`src/rtl/renkon_conv_ctrl_if.sv`:
```
// Bundle between the conv sequencer, the layer controller and the tree/operand buffers.
// Latency: none; this is wiring only.
// Backpressure: none; every signal is a plain level or a single-cycle pulse.
interface renkon_conv_ctrl_if #(
    parameter int DWIDTH = 16,
    parameter int LWIDTH = 5,
    parameter int SWIDTH = 8,
    parameter int CWIDTH = 10
);
    // layer controller side
    logic                     req;
    logic [LWIDTH-1:0]        qbits;
    logic [SWIDTH-1:0]        in_size;
    logic [CWIDTH-1:0]        n_in;
    logic                     busy;
    logic                     ack;
    // tree and operand buffer side
    logic signed [DWIDTH-1:0] fmap;
    logic [LWIDTH-1:0]        tree_qbits;
    logic                     win_valid;
    logic [SWIDTH-1:0]        win_row;
    logic [SWIDTH-1:0]        win_col;
    logic [CWIDTH-1:0]        win_ch;
    // finished output pixels
    logic                     out_valid;
    logic signed [DWIDTH-1:0] out_data;
    logic [SWIDTH-1:0]        out_row;
    logic [SWIDTH-1:0]        out_col;

    modport master (
        input  req, qbits, in_size, n_in, fmap,
        output busy, ack, tree_qbits, win_valid, win_row, win_col, win_ch,
               out_valid, out_data, out_row, out_col
    );

    modport slave (
        output req, qbits, in_size, n_in, fmap,
        input  busy, ack, tree_qbits, win_valid, win_row, win_col, win_ch,
               out_valid, out_data, out_row, out_col
    );
endinterface

```
`src/rtl/renkon_conv_ctrl.sv`:
```
// Walks every valid 5x5 window (row, col, channel inner), tracks it through the buffer+tree pipe, sums channels into one pixel.
// Latency: first window 1 cycle after req; out_valid BUF_LAT+TREE_LAT+1 cycles after a position's last-channel window; ack 1 cycle after the final out_valid.
// Backpressure: none, one window per cycle while running. Build macro RENKON_ACCUM_SAT_EN selects saturating accumulation (default wraps).
module renkon_conv_ctrl #(
    parameter int DWIDTH   = 16,
    parameter int LWIDTH   = 5,
    parameter int SWIDTH   = 8,
    parameter int CWIDTH   = 10,
    parameter int BUF_LAT  = 1,
    parameter int TREE_LAT = 5
) (
    input logic                clk,
    input logic                xrst,
    renkon_conv_ctrl_if.master bus
);
    localparam int PIPE_LAT = BUF_LAT + TREE_LAT;

    localparam logic [1:0] S_IDLE  = 2'd0;
    localparam logic [1:0] S_RUN   = 2'd1;
    localparam logic [1:0] S_DRAIN = 2'd2;
    localparam logic [1:0] S_DONE  = 2'd3;

    // Tag travelling alongside each window so the tail knows how to treat the tree output.
    typedef struct packed {
        logic              first;
        logic              last;
        logic [SWIDTH-1:0] row;
        logic [SWIDTH-1:0] col;
    } tag_t;

    logic [1:0]               state;
    logic [LWIDTH-1:0]        qbits_q;
    logic [SWIDTH-1:0]        out_size_q;
    logic [CWIDTH-1:0]        n_in_q;
    logic [SWIDTH-1:0]        row_q;
    logic [SWIDTH-1:0]        col_q;
    logic [CWIDTH-1:0]        ch_q;
    logic                     issue;
    logic                     ch_last;
    logic                     col_last;
    logic                     row_last;
    logic [PIPE_LAT-1:0]      pipe_vld;
    tag_t                     pipe_tag [PIPE_LAT];
    tag_t                     tail;
    logic                     tail_vld;
    logic signed [DWIDTH-1:0] acc_q;
    logic signed [DWIDTH-1:0] add_res;
    logic signed [DWIDTH-1:0] sum;
    logic                     out_valid_q;
    logic signed [DWIDTH-1:0] out_data_q;
    logic [SWIDTH-1:0]        out_row_q;
    logic [SWIDTH-1:0]        out_col_q;

    assign issue    = (state == S_RUN);
    assign ch_last  = (ch_q == n_in_q - CWIDTH'(1));
    assign col_last = (col_q == out_size_q - SWIDTH'(1));
    assign row_last = (row_q == out_size_q - SWIDTH'(1));
    assign tail     = pipe_tag[PIPE_LAT-1];
    assign tail_vld = pipe_vld[PIPE_LAT-1];

    // Layer sequencing: accept a job, walk the window counters, wait for the pipe to empty, pulse ack.
    always_ff @(posedge clk or negedge xrst) begin
        if (!xrst) begin
            state      <= S_IDLE;
            qbits_q    <= '0;
            out_size_q <= '0;
            n_in_q     <= '0;
            row_q      <= '0;
            col_q      <= '0;
            ch_q       <= '0;
        end else begin
            case (state)
                S_IDLE: begin
                    if (bus.req) begin
                        qbits_q    <= bus.qbits;
                        // zero channels is treated as a single-channel layer
                        n_in_q     <= (bus.n_in == '0) ? CWIDTH'(1) : bus.n_in;
                        out_size_q <= bus.in_size - SWIDTH'(4);
                        row_q      <= '0;
                        col_q      <= '0;
                        ch_q       <= '0;
                        // a map smaller than the kernel has no valid window at all
                        state      <= (bus.in_size < SWIDTH'(5)) ? S_DONE : S_RUN;
                    end
                end
                S_RUN: begin
                    if (ch_last) begin
                        ch_q <= '0;
                        if (col_last) begin
                            col_q <= '0;
                            if (row_last) begin
                                row_q <= '0;
                                state <= S_DRAIN;
                            end else begin
                                row_q <= row_q + SWIDTH'(1);
                            end
                        end else begin
                            col_q <= col_q + SWIDTH'(1);
                        end
                    end else begin
                        ch_q <= ch_q + CWIDTH'(1);
                    end
                end
                S_DRAIN: begin
                    // the final tail consumption registers out_valid on the same edge the pipe empties
                    if (pipe_vld == '0) begin
                        state <= S_DONE;
                    end
                end
                S_DONE:  state <= S_IDLE;
                default: state <= S_IDLE;
            endcase
        end
    end

    // Delay line matching the buffer+tree latency; tail lines up with fmap for the same window.
    always_ff @(posedge clk or negedge xrst) begin
        if (!xrst) begin
            pipe_vld <= '0;
            for (int i = 0; i < PIPE_LAT; i++) begin
                pipe_tag[i] <= '0;
            end
        end else begin
            pipe_vld[0]       <= issue;
            pipe_tag[0].first <= (ch_q == '0);
            pipe_tag[0].last  <= ch_last;
            pipe_tag[0].row   <= row_q;
            pipe_tag[0].col   <= col_q;
            for (int i = 1; i < PIPE_LAT; i++) begin
                pipe_vld[i] <= pipe_vld[i-1];
                pipe_tag[i] <= pipe_tag[i-1];
            end
        end
    end

`ifdef RENKON_ACCUM_SAT_EN
    localparam logic signed [DWIDTH-1:0] ACC_MAX = {1'b0, {(DWIDTH-1){1'b1}}};
    localparam logic signed [DWIDTH-1:0] ACC_MIN = {1'b1, {(DWIDTH-1){1'b0}}};
    logic [DWIDTH:0] sum_ext;

    // Channel add clamped to the signed range; a clamped value is what carries into the next channel.
    always_comb begin
        sum_ext = {acc_q[DWIDTH-1], acc_q} + {bus.fmap[DWIDTH-1], bus.fmap};
        if (sum_ext[DWIDTH] != sum_ext[DWIDTH-1]) begin
            add_res = sum_ext[DWIDTH] ? ACC_MIN : ACC_MAX;
        end else begin
            add_res = sum_ext[DWIDTH-1:0];
        end
    end
`else
    // Channel add with plain two's-complement wrap.
    always_comb begin
        add_res = acc_q + bus.fmap;
    end
`endif

    // The first channel of a position restarts the sum instead of adding to the previous pixel.
    assign sum = tail.first ? bus.fmap : add_res;

    // Accumulate at the pipe tail and register one finished pixel per position.
    always_ff @(posedge clk or negedge xrst) begin
        if (!xrst) begin
            acc_q       <= '0;
            out_valid_q <= 1'b0;
            out_data_q  <= '0;
            out_row_q   <= '0;
            out_col_q   <= '0;
        end else begin
            out_valid_q <= tail_vld && tail.last;
            if (tail_vld) begin
                acc_q <= sum;
                if (tail.last) begin
                    out_data_q <= sum;
                    out_row_q  <= tail.row;
                    out_col_q  <= tail.col;
                end
            end
        end
    end

    assign bus.busy       = (state != S_IDLE);
    assign bus.ack        = (state == S_DONE);
    assign bus.tree_qbits = qbits_q;
    assign bus.win_valid  = issue;
    assign bus.win_row    = row_q;
    assign bus.win_col    = col_q;
    assign bus.win_ch     = ch_q;
    assign bus.out_valid  = out_valid_q;
    assign bus.out_data   = out_data_q;
    assign bus.out_row    = out_row_q;
    assign bus.out_col    = out_col_q;
endmodule
```
`src/flat_wrapper.sv`:
```
// flat-port wrapper written by rule: the top's interface ports become plain ports
module renkon_conv_ctrl_flat 
#(
    parameter int DWIDTH   = 16,
    parameter int LWIDTH   = 5,
    parameter int SWIDTH   = 8,
    parameter int CWIDTH   = 10,
    parameter int BUF_LAT  = 1,
    parameter int TREE_LAT = 5
)
  (clk, xrst, bus_req, bus_qbits, bus_in_size, bus_n_in, bus_fmap, bus_busy, bus_ack, bus_tree_qbits, bus_win_valid, bus_win_row, bus_win_col, bus_win_ch, bus_out_valid, bus_out_data, bus_out_row, bus_out_col);
  renkon_conv_ctrl_if #(.DWIDTH(DWIDTH), .LWIDTH(LWIDTH), .SWIDTH(SWIDTH), .CWIDTH(CWIDTH)) bus_i ();
  input logic clk;
  input logic xrst;
  input wire logic [$bits(bus_i.req)-1:0] bus_req;
  input wire logic [$bits(bus_i.qbits)-1:0] bus_qbits;
  input wire logic [$bits(bus_i.in_size)-1:0] bus_in_size;
  input wire logic [$bits(bus_i.n_in)-1:0] bus_n_in;
  input wire logic [$bits(bus_i.fmap)-1:0] bus_fmap;
  output wire logic [$bits(bus_i.busy)-1:0] bus_busy;
  output wire logic [$bits(bus_i.ack)-1:0] bus_ack;
  output wire logic [$bits(bus_i.tree_qbits)-1:0] bus_tree_qbits;
  output wire logic [$bits(bus_i.win_valid)-1:0] bus_win_valid;
  output wire logic [$bits(bus_i.win_row)-1:0] bus_win_row;
  output wire logic [$bits(bus_i.win_col)-1:0] bus_win_col;
  output wire logic [$bits(bus_i.win_ch)-1:0] bus_win_ch;
  output wire logic [$bits(bus_i.out_valid)-1:0] bus_out_valid;
  output wire logic [$bits(bus_i.out_data)-1:0] bus_out_data;
  output wire logic [$bits(bus_i.out_row)-1:0] bus_out_row;
  output wire logic [$bits(bus_i.out_col)-1:0] bus_out_col;
  assign bus_i.req = bus_req;
  assign bus_i.qbits = bus_qbits;
  assign bus_i.in_size = bus_in_size;
  assign bus_i.n_in = bus_n_in;
  assign bus_i.fmap = bus_fmap;
  assign bus_busy = bus_i.busy;
  assign bus_ack = bus_i.ack;
  assign bus_tree_qbits = bus_i.tree_qbits;
  assign bus_win_valid = bus_i.win_valid;
  assign bus_win_row = bus_i.win_row;
  assign bus_win_col = bus_i.win_col;
  assign bus_win_ch = bus_i.win_ch;
  assign bus_out_valid = bus_i.out_valid;
  assign bus_out_data = bus_i.out_data;
  assign bus_out_row = bus_i.out_row;
  assign bus_out_col = bus_i.out_col;
  renkon_conv_ctrl #(.DWIDTH(DWIDTH), .LWIDTH(LWIDTH), .SWIDTH(SWIDTH), .CWIDTH(CWIDTH), .BUF_LAT(BUF_LAT), .TREE_LAT(TREE_LAT)) u_core (.clk(clk), .xrst(xrst), .bus(bus_i));
endmodule
```
`config.mk`:
```
export PLATFORM = sky130hd
export DESIGN_NAME = renkon_conv_ctrl_flat
export DESIGN_NICKNAME = d
export VERILOG_FILES = /design/src/rtl/renkon_conv_ctrl_if.sv /design/src/rtl/renkon_conv_ctrl.sv /design/src/flat_wrapper.sv
export SDC_FILE = /design/constraint.sdc
export NUM_CORES = 1
export LEC_CHECK = 0
export CAP_MARGIN = 20
export CORE_MARGIN = 2
export CORE_UTILIZATION = 25
export CTS_BUF_LIST = sky130_fd_sc_hd__clkbuf_16
export DETAILED_ROUTE_END_ITERATION = 12
export MAX_ROUTING_LAYER = met4
export PLACE_DENSITY_LB_ADDON = 0.05
export SLEW_MARGIN = 10
export SYNTH_ARGS = -nofsm -noshare
export SYNTH_HDL_FRONTEND = slang
export SYNTH_SLANG_ARGS = --single-unit
```
`constraint.sdc`:
```
create_clock -name clk -period 3.6 [get_ports clk]
set_clock_uncertainty 0.1 [all_clocks]
set_input_delay 0.72 -clock clk [delete_from_list [all_inputs] [get_ports clk]]
set_output_delay 0.72 -clock clk [all_outputs]
set_load 0.005 [all_outputs]
```
Yosys cells after proc, flatten, opt, wreduce, memory -nomap -nowiden
Cells that the tools add are included.
Word-level totals
  register bits: 214
  word-level logic and storage cells: 89
  memory bits (writable): 0
  memories: 0
  output and inout bits: 67
  bits in latches: 0
  bits in read-only memories: 0
Cells by class
  order comparisons: 1
  equality and inequality tests: 11
  divide/modulo/power cells: 0
  bitwise gates (word level): 0
  reductions and logical operators: 13
  $add $sub $neg: 7
  shift-type cells: 0
  $mul: 0
  mux-type cells: 20
Operators with widths (count)
  two-way mux 8 bit: 6
  one-hot mux 8 bit (2 select lines): 2
  two-way mux 10 bit: 3
  zero test 10 bit: 2
  one-hot mux 10 bit (2 select lines): 1
  adder 16 bit: 1
  adder 8 x 1 -> 8 bit (second input constant): 2
  == test 8 bit: 2
  two-way mux 16 bit: 1
  two-way mux 2 bit: 6
  adder 10 x 1 -> 10 bit (second input constant): 1
  == test 10 bit: 1
  subtractor 10 x 1 -> 10 bit (second input constant): 1
  < comparator 8 x 3 -> 1 bit (second input constant): 1
  != test 2 bit (second input constant): 4
  one-hot mux 2 bit (4 select lines): 1
  subtractor 8 x 1 -> 8 bit (second input constant): 1
  subtractor 8 x 3 -> 8 bit (second input constant): 1
  zero test 6 bit: 1
  AND reduction 2 bit: 3
  AND reduction 5 bit: 1
  == test 2 bit (second input constant): 2
  AND reduction 4 bit: 1
  nonzero test 2 bit: 2
  5 further kinds: 5

Longest topological paths before layout
Gate-level depths: netlist of the first run.
  word-level depth: 6
  mapped depth: 11
  depth with buffers taken out: 11

Worst setup path before layout of the first run
OpenSTA, ideal clock, no wires.
  path kind: register -> register
  start point: register u_core.out_size_q[2]
  end point: register u_core.row_q[7], in the netlist u_core.bus.win_row[7]
  path buffers: 2
  arrival time: 2.725 ns
  stages on the path, launching flop included: 11
  period minus slack after synthesis: 2.891 ns
  data required time: 3.435 ns
  library setup time: 0.065 ns
  path slack: 0.709 ns
  path through: dfrtp_1 buf_6 or4_4 buf_6 or3_1 nand3_2 nand3_2 o41ai_4 nand2_4 or4_1 nand2_1
On the way
  word-level cells in the longest chain between the ends: 6
  elaborated cells on any way between the ends: 9
  those cells by class: add/sub (1); eq/ne (3); mux (4); reduce/logical (1)
Ends and longest elaborated chain
  from (decl): line renkon_conv_ctrl.sv:33  | logic [SWIDTH-1:0] out_size_q;
  from (signal assigned): line renkon_conv_ctrl.sv:78  | out_size_q <= bus.in_size - SWIDTH'(4);
  subtractor 8 x 1 -> 8 bit (*): line renkon_conv_ctrl.sv:56, renkon_conv_ctrl.sv:57
  == test 8 bit: line renkon_conv_ctrl.sv:57  | assign row_last = (row_q == out_size_q - SWIDTH'(1));
  two-way mux 8 bit: line renkon_conv_ctrl.sv:91  | if (row_last) begin
  two-way mux 8 bit: line renkon_conv_ctrl.sv:89  | if (col_last) begin
  two-way mux 8 bit: line renkon_conv_ctrl.sv:87  | if (ch_last) begin
  one-hot mux 8 bit (2 select lines): line renkon_conv_ctrl.sv:72  | case (state)
  to (signal assigned): line renkon_conv_ctrl.sv:95  | row_q <= row_q + SWIDTH'(1);
  to (decl): line renkon_conv_ctrl.sv:35  | logic [SWIDTH-1:0] row_q;
Every way passes the cells marked *; elsewhere a longest branch is shown, timed or not. The select of a mux whose other input is x is not followed.
A chain may end at the register's enable or synchronous reset.

Worst setup path in the final report of the first run
  start point: register u_core.out_size_q[0]
  end point: register u_core.row_q[7], in the netlist u_core.bus.win_row[7]
The elaborated chain is that of the path after synthesis.

==> results of run 1 <==
layer usage:
metal / track usage, % / share of wire, % / vias to the layer above
li1: - / - / 2865
met1: 14.89 / 46 / 2839
met2: 18.27 / 47 / 118
met3: 2.339 / 5.1 / 29
met4: 3.462 / 2.1 / 0
met5: - / 0 / -
state kept, by name, indices dropped and copies added, names as in the netlist, 10 cells and up:
| register | flops |
|---|---|
| u_core.acc_q | 16 |
| u_core.pipe_tag | 108 |
| u_core.bus.win_ch | 10 |
| u_core.bus.out_data | 16 |
| u_core.n_in_q | 10 |
worst paths after layout:
kind / end / from
worst max-delay path: u_core.bus.win_row[7] / u_core.out_size_q[0]
worst min-delay path: u_core.bus.out_row[3] / xrst
worst max register to register: u_core.bus.win_row[7] / u_core.out_size_q[0]
worst min register to register: u_core.pipe_tag[48] / u_core.pipe_tag[66]
max in group asynchronous: u_core.bus.out_data[5] / xrst
min in group clk: u_core.pipe_tag[48] / u_core.pipe_tag[66]
synthesized netlist by cell type, types with 4 or more instances:
cell type  number
xor2_1         12
xnor2_1        29
nor4_1          4
o31ai_1         9
clkbuf_1       21
nor2_1         54
nor3_1         15
nand2_1        47
dfrtp_1       214
nand4_1         5
a31oi_1         8
and3_1         12
mux2_2         32
and2_1          4
or3_1           5
o21ai_1        11
ha_1           28
a21o_1          6
a21oi_1        32
o21ai_0        54
mux2i_1        11
o21a_1          5
a211oi_1        5
nand2b_1       10
nand3_1        19
nor2b_1         5
inv_1          31
critical path, cell delays in order (launching register included):
cell and delay (ns):
dfrtp_1 0.47, inv_1 0.09, ha_1 0.31, nor3b_2 0.40, o22a_1 0.22, a21oi_1 0.12, o41ai_4 0.63, nand2_4 0.18
or4_1 0.53, nand2_1 0.07
final cells by class:
type	instances	area share, %
sequential	214	47.16
multi-input combinational	472	28.42
timing repair buffer	121	10.64
clock buffer	27	5.950
tap	455	5.014
clock inverter	22	1.686
inverter	34	1.124
kinds of logic after synthesis:
family	Yosys count
AO/OA/AOI/OAI	160
XOR/XNOR	42
adder cells (fa/ha/maj)	29
buffers and inverters	59
flip-flops	214
multiplexers	43
AND/OR/NAND/NOR	198
metrics by stage:
step	hold WS (ns)	utilization, %
CTS	0.004553	32.79
detailed placement	0.2347	30.29
floorplan	0.2312	-
finish	0.001143	32.79
global placement	0.2321	30.29
global route	0.01251	32.79
power by group through the flow:
| stage | clock [mW] | sequential [mW] | combinational [mW] |
|---|---|---|---|
| after global routing | 2.84 | 3.32 | 2.93 |
| after CTS | 2.72 | 3.25 | 2.63 |
| after global placement | 0 | 3.28 | 2.57 |
| final | 2.60 | 3.24 | 2.59 |
| after detailed placement | 0 | 3.29 | 2.61 |
| after floorplan | 0 | 3.11 | 1.87 |
==> impl_metrics.tcl, run 1 <==
set metrics [dict create \
    synth_xor_area_share_pct 4.327 \
    worstSetupPathType "reg -> reg" \
    final_layout_size_suffix_gt1_share_pct 10.90 \
    synth_edf_count 0 \
    crit_fanout 10 \
    place_inst 1296 \
    ctsResizeCount 0 \
    rsz0062_at_grt "false" \
    setup_viol 0 \
    track_usage_pct 11.53 \
    final_cell_mix "dfrtp_1 (214), clkdlybuf4s50_1 (107), nor2_1 (54), o21ai_0 (54), nand2_1 (47)" \
    grt_pass1_wl_um 33130 \
    clk_pin_slew_worst_paths_ns 0.06 \
    start_util_pct 25.47 \
    dpl_worst_slack_ns 0.009955 \
    avgSynthCellArea_sq_um 11.84 \
    power.density_nw_per_um2 742.3 \
    cts_num_sinks 214 \
    setup_tns_ns 0 \
    period_needed_ns 3.185 \
    start_kind "flip-flop" \
    p_leak_nw 5.124 \
    synth-main-ff-cell "dfrtp_1" \
    ant_nets 0 \
    dp_hpwl_um 13960 \
    final_common_cell "dfrtp_1" \
    core_area_sq_um 34630 \
    cts_made_buffers 27 \
    diodes 0 \
    synthAdderAreaFrac_pct 4.199 \
    port_buffers 108 \
    antenna_found_initial 0 \
    clock_latency_ns 0.53 \
    ctsHoldBuffers 0 \
    synth_top_family_by_area "simple AND/OR/NAND/NOR gates" \
    reg2regPathDepth 9 \
    maxCapViolations 0 \
    multi_input_area_sq_um 3227 \
    p_comb_share_pct 30.7 \
    seqCellArea_sq_um 5355 \
    rows 68 \
    drc 0 \
    cts_max_level 1 \
    total_power_mw 8.429 \
    post-synth-top-area-cell "dfrtp_1" \
    io_pins 109 \
    async_flop_share_pct 100.0 \
    grt_max_degree 60 \
    r2r_setup_slack_ns 0.42 \
    final_nets 941 \
    die_h_um 191.8 \
    layout.cells.non_filler 1345 \
    power.share.switching_pct 33.12 \
    synth.distinct_cells 68 \
    postSynthCellCount 745 \
    synth-seq-cells 214 \
    drt_pass1_iterations 6 \
    worstPathRequired_ns 3.97 \
    cts-root-buf "clkbuf_16" \
    pwr-share-seq_pct 38.4 \
    synth_area_leaders "dfrtp_1 (61%), mux2_2 (4.1%), ha_1 (4.0%)" \
    drtIter0Drc 152 \
    p_sw_mw 2.792 \
    p_int_mw 5.637 \
    grt_pass1_vias 6113 \
    max_freq_mhz 314.0 \
    yosys.area_share.simple_pct 11.38 \
    wl_per_cell_um 14.82 \
    syn-cell-area_sq_um 8820 \
    cts_tree "done" \
    gr-total-overflow 0 \
    ir_worst_vdd_mv 0.3505 \
    postCtsSetupBuffers 0 \
    ys_seq_area_share_pct 60.72 \
    crit_arrival_ns 3.56 \
    synthMuxAreaShare_pct 5.334 \
    synth_top_area_share_pct 60.72 \
    die-width_um 191.8 \
    cp-end-kind "flip-flop" \
    die-area_sq_um 36800 \
    via_per_inst 4.350 \
    yosysWarningCount 0 \
    hold_viol_final 0 \
    slew_headroom_pct 56.83 \
    pwr-share-clk_pct 30.9 \
    num_vias 5851 \
    synth_compound_area_share_pct 11.35 \
    worst_slew_pin_slew_ns 0.6408 \
    fill_cells 3456 \
    worstHoldPathType "in -> async" \
    area_delta_synth_final_pct 28.74 \
    fin_ws_ns 0.4151 \
    outcome "finished clean" \
    syn_nets 816 \
    placed_area_sq_um 10490 \
    final_area_sq_um 11350 \
    fin_crit_sh_pct 88.47 \
    place.gp.congestion 0.8008 \
    wirelength_um 19940 \
    final_max_slew_viol_count 0 \
    clockBufferDepth 3 \
]
Power figures use the tool's default switching activity.
==> run 2: changes to the inputs <==
--- a/config.mk
+++ b/config.mk
@@ -7,12 +7,12 @@
 export LEC_CHECK = 0
 export CAP_MARGIN = 20
 export CORE_MARGIN = 2
-export CORE_UTILIZATION = 25
+export CORE_UTILIZATION = 55
 export CTS_BUF_LIST = sky130_fd_sc_hd__clkbuf_16
 export DETAILED_ROUTE_END_ITERATION = 12
 export MAX_ROUTING_LAYER = met4
 export PLACE_DENSITY_LB_ADDON = 0.05
-export SLEW_MARGIN = 10
+export SLEW_MARGIN = 20
 export SYNTH_ARGS = -nofsm -noshare
 export SYNTH_HDL_FRONTEND = slang
 export SYNTH_SLANG_ARGS = --single-unit
==> run 2 against run 1 <==
Against the previous run:
- fmax increased by 0.85%
- clock power decreased by 8.5%
- worst setup slack improved by 0.027 ns
- cell count decreased by 19%
- largest cell class unchanged
- sequential cell count unchanged
- non-clock buffer count decreased by 4
- via count increased by 0.48%
==> impl_metrics.tcl, run 2 (synthesis gave the netlist of run 1 again) <==
set metrics [dict create \
    rsz0062_at_grt "false" \
    postCtsSetupBuffers 0 \
    period_needed_ns 3.158 \
    place.gp.congestion 0.8580 \
    p_leak_nw 5.032 \
    cts_num_sinks 214 \
    start_kind "flip-flop" \
    port_buffers 108 \
    clk_pin_slew_worst_paths_ns 0.06 \
    fin_util_pct 69.24 \
    grt_pass1_wl_um 28690 \
    dp_hpwl_um 11760 \
    rows 46 \
    clock_latency_ns 0.50 \
    outcome "finished clean" \
    final_layout_size_suffix_gt1_share_pct 10.25 \
    largest-register "u_core.pipe_tag" \
    gr-total-overflow 0 \
    ir_worst_vdd_mv 0.4527 \
    cp-end-kind "flip-flop" \
    wirelength_um 17330 \
    place_inst 1053 \
    drt_pass1_iterations 4 \
    ctsResizeCount 0 \
    reg2regPathDepth 9 \
    start_util_pct 55.93 \
    final_max_slew_viol_count 0 \
    placed_area_sq_um 10150 \
    rr_endpoint "u_core.bus.win_row[7]" \
    worstSetupPathType "reg -> reg" \
    crit_arrival_ns 3.50 \
    die-area_sq_um 17060 \
    io_pins 109 \
    diodes 0 \
    final_common_cell "dfrtp_1" \
    slew_headroom_pct 50.71 \
    setup_viol 0 \
    drtIter0Drc 325 \
    wl_per_cell_um 15.84 \
    largest_reg_flops 108 \
    cts-root-buf "clkbuf_16" \
    grt_pass1_vias 5866 \
    drc 0 \
    cts_made_buffers 23 \
    fin_crit_sh_pct 87.73 \
    max_freq_mhz 316.6 \
    area_delta_synth_final_pct 23.80 \
    maxCapViolations 0 \
    hold_viol_final 0 \
    timing.rr.start "u_core.out_size_q[0]" \
    setup_tns_ns 0 \
    worstHoldPathType "in -> async" \
    grt_max_degree 107 \
    r2r_setup_slack_ns 0.44 \
    num_vias 5879 \
    final_cell_mix "dfrtp_1 (214), clkdlybuf4s50_1 (107), nor2_1 (54), o21ai_0 (54), nand2_1 (47)" \
    final_area_sq_um 10920 \
    crit_fanout 10 \
    clockBufferDepth 3 \
    ctsHoldBuffers 0 \
    ant_nets 0 \
    antenna_found_initial 0 \
    final_nets 933 \
    die_h_um 130.6 \
    core_area_sq_um 15770 \
    worstPathRequired_ns 3.94 \
    worst_slew_pin_slew_ns 0.7393 \
    cts_max_level 1 \
    cts_tree "done" \
    power.density_nw_per_um2 747.3 \
    die-width_um 130.6 \
    layout.cells.non_filler 1094 \
    track_usage_pct 21.67 \
    via_per_inst 5.374 \
]
-- run 2: worst max path at each step --
stage	start	to	slack [ns]	cells after the start
after floorplan	u_core.out_size_q[2]	u_core.bus.win_row[7]	0.71	10
after global placement	bus_fmap[0]	u_core.bus.out_data[14]	0.10	12
after detailed placement	bus_fmap[0]	u_core.acc_q[14]	0.04	12
after CTS	u_core.out_size_q[0]	u_core.bus.win_row[7]	0.48	9
after global routing	u_core.out_size_q[0]	u_core.bus.win_row[7]	0.22	10
final	u_core.out_size_q[0]	u_core.bus.win_row[7]	0.44	9
-- run 2: critical path, cell delays in order (launching register included) --
cell,delay (ns)
dfrtp_1,0.46
inv_1,0.09
ha_1,0.30
nor3b_2,0.44
o22a_1,0.21
a21oi_1,0.13
o41ai_4,0.60
nand2_4,0.18
or4_1,0.53
nand2_1,0.06
-- run 2: metal layers --
layer / vias to the layer above / share of wire (%) / track usage (%)
li1: 2835 / - / -
met1: 2858 / 44 / 29.02
met4: 0 / 2.9 / 6.821
met2: 145 / 48 / 34.31
met3: 41 / 4.8 / 3.664
met5: - / 0 / -
-- run 2: where the power goes --
part           switching, mW  internal [mW]  total, mW
registers              0.407           2.83       3.23
clock network          0.922           1.45       2.38
logic                   1.34           1.21       2.55
-- run 2: area by class of cell --
class | count | area, sq um
Sequential cell | 214 | 5355
Fill cell | 1158 | 4851
Multi-Input combinational cell | 472 | 3227
Timing Repair Buffer | 117 | 1166
Clock buffer | 23 | 575.6
Tap cell | 216 | 270.3
Clock inverter | 18 | 197.7
Inverter | 34 | 127.6
-- run 2: per-stage QoR --
step                      setup WS [ns]  hold slack, ns  power, mW
after detailed placement        0.04311          0.2347      5.802
final                            0.4419          0.1424      8.160
after global placement           0.1001          0.2312      5.699
after floorplan                  0.7093          0.2312      4.982
after CTS                        0.4801          0.1747      8.232
after global routing             0.2159          0.2071      8.702
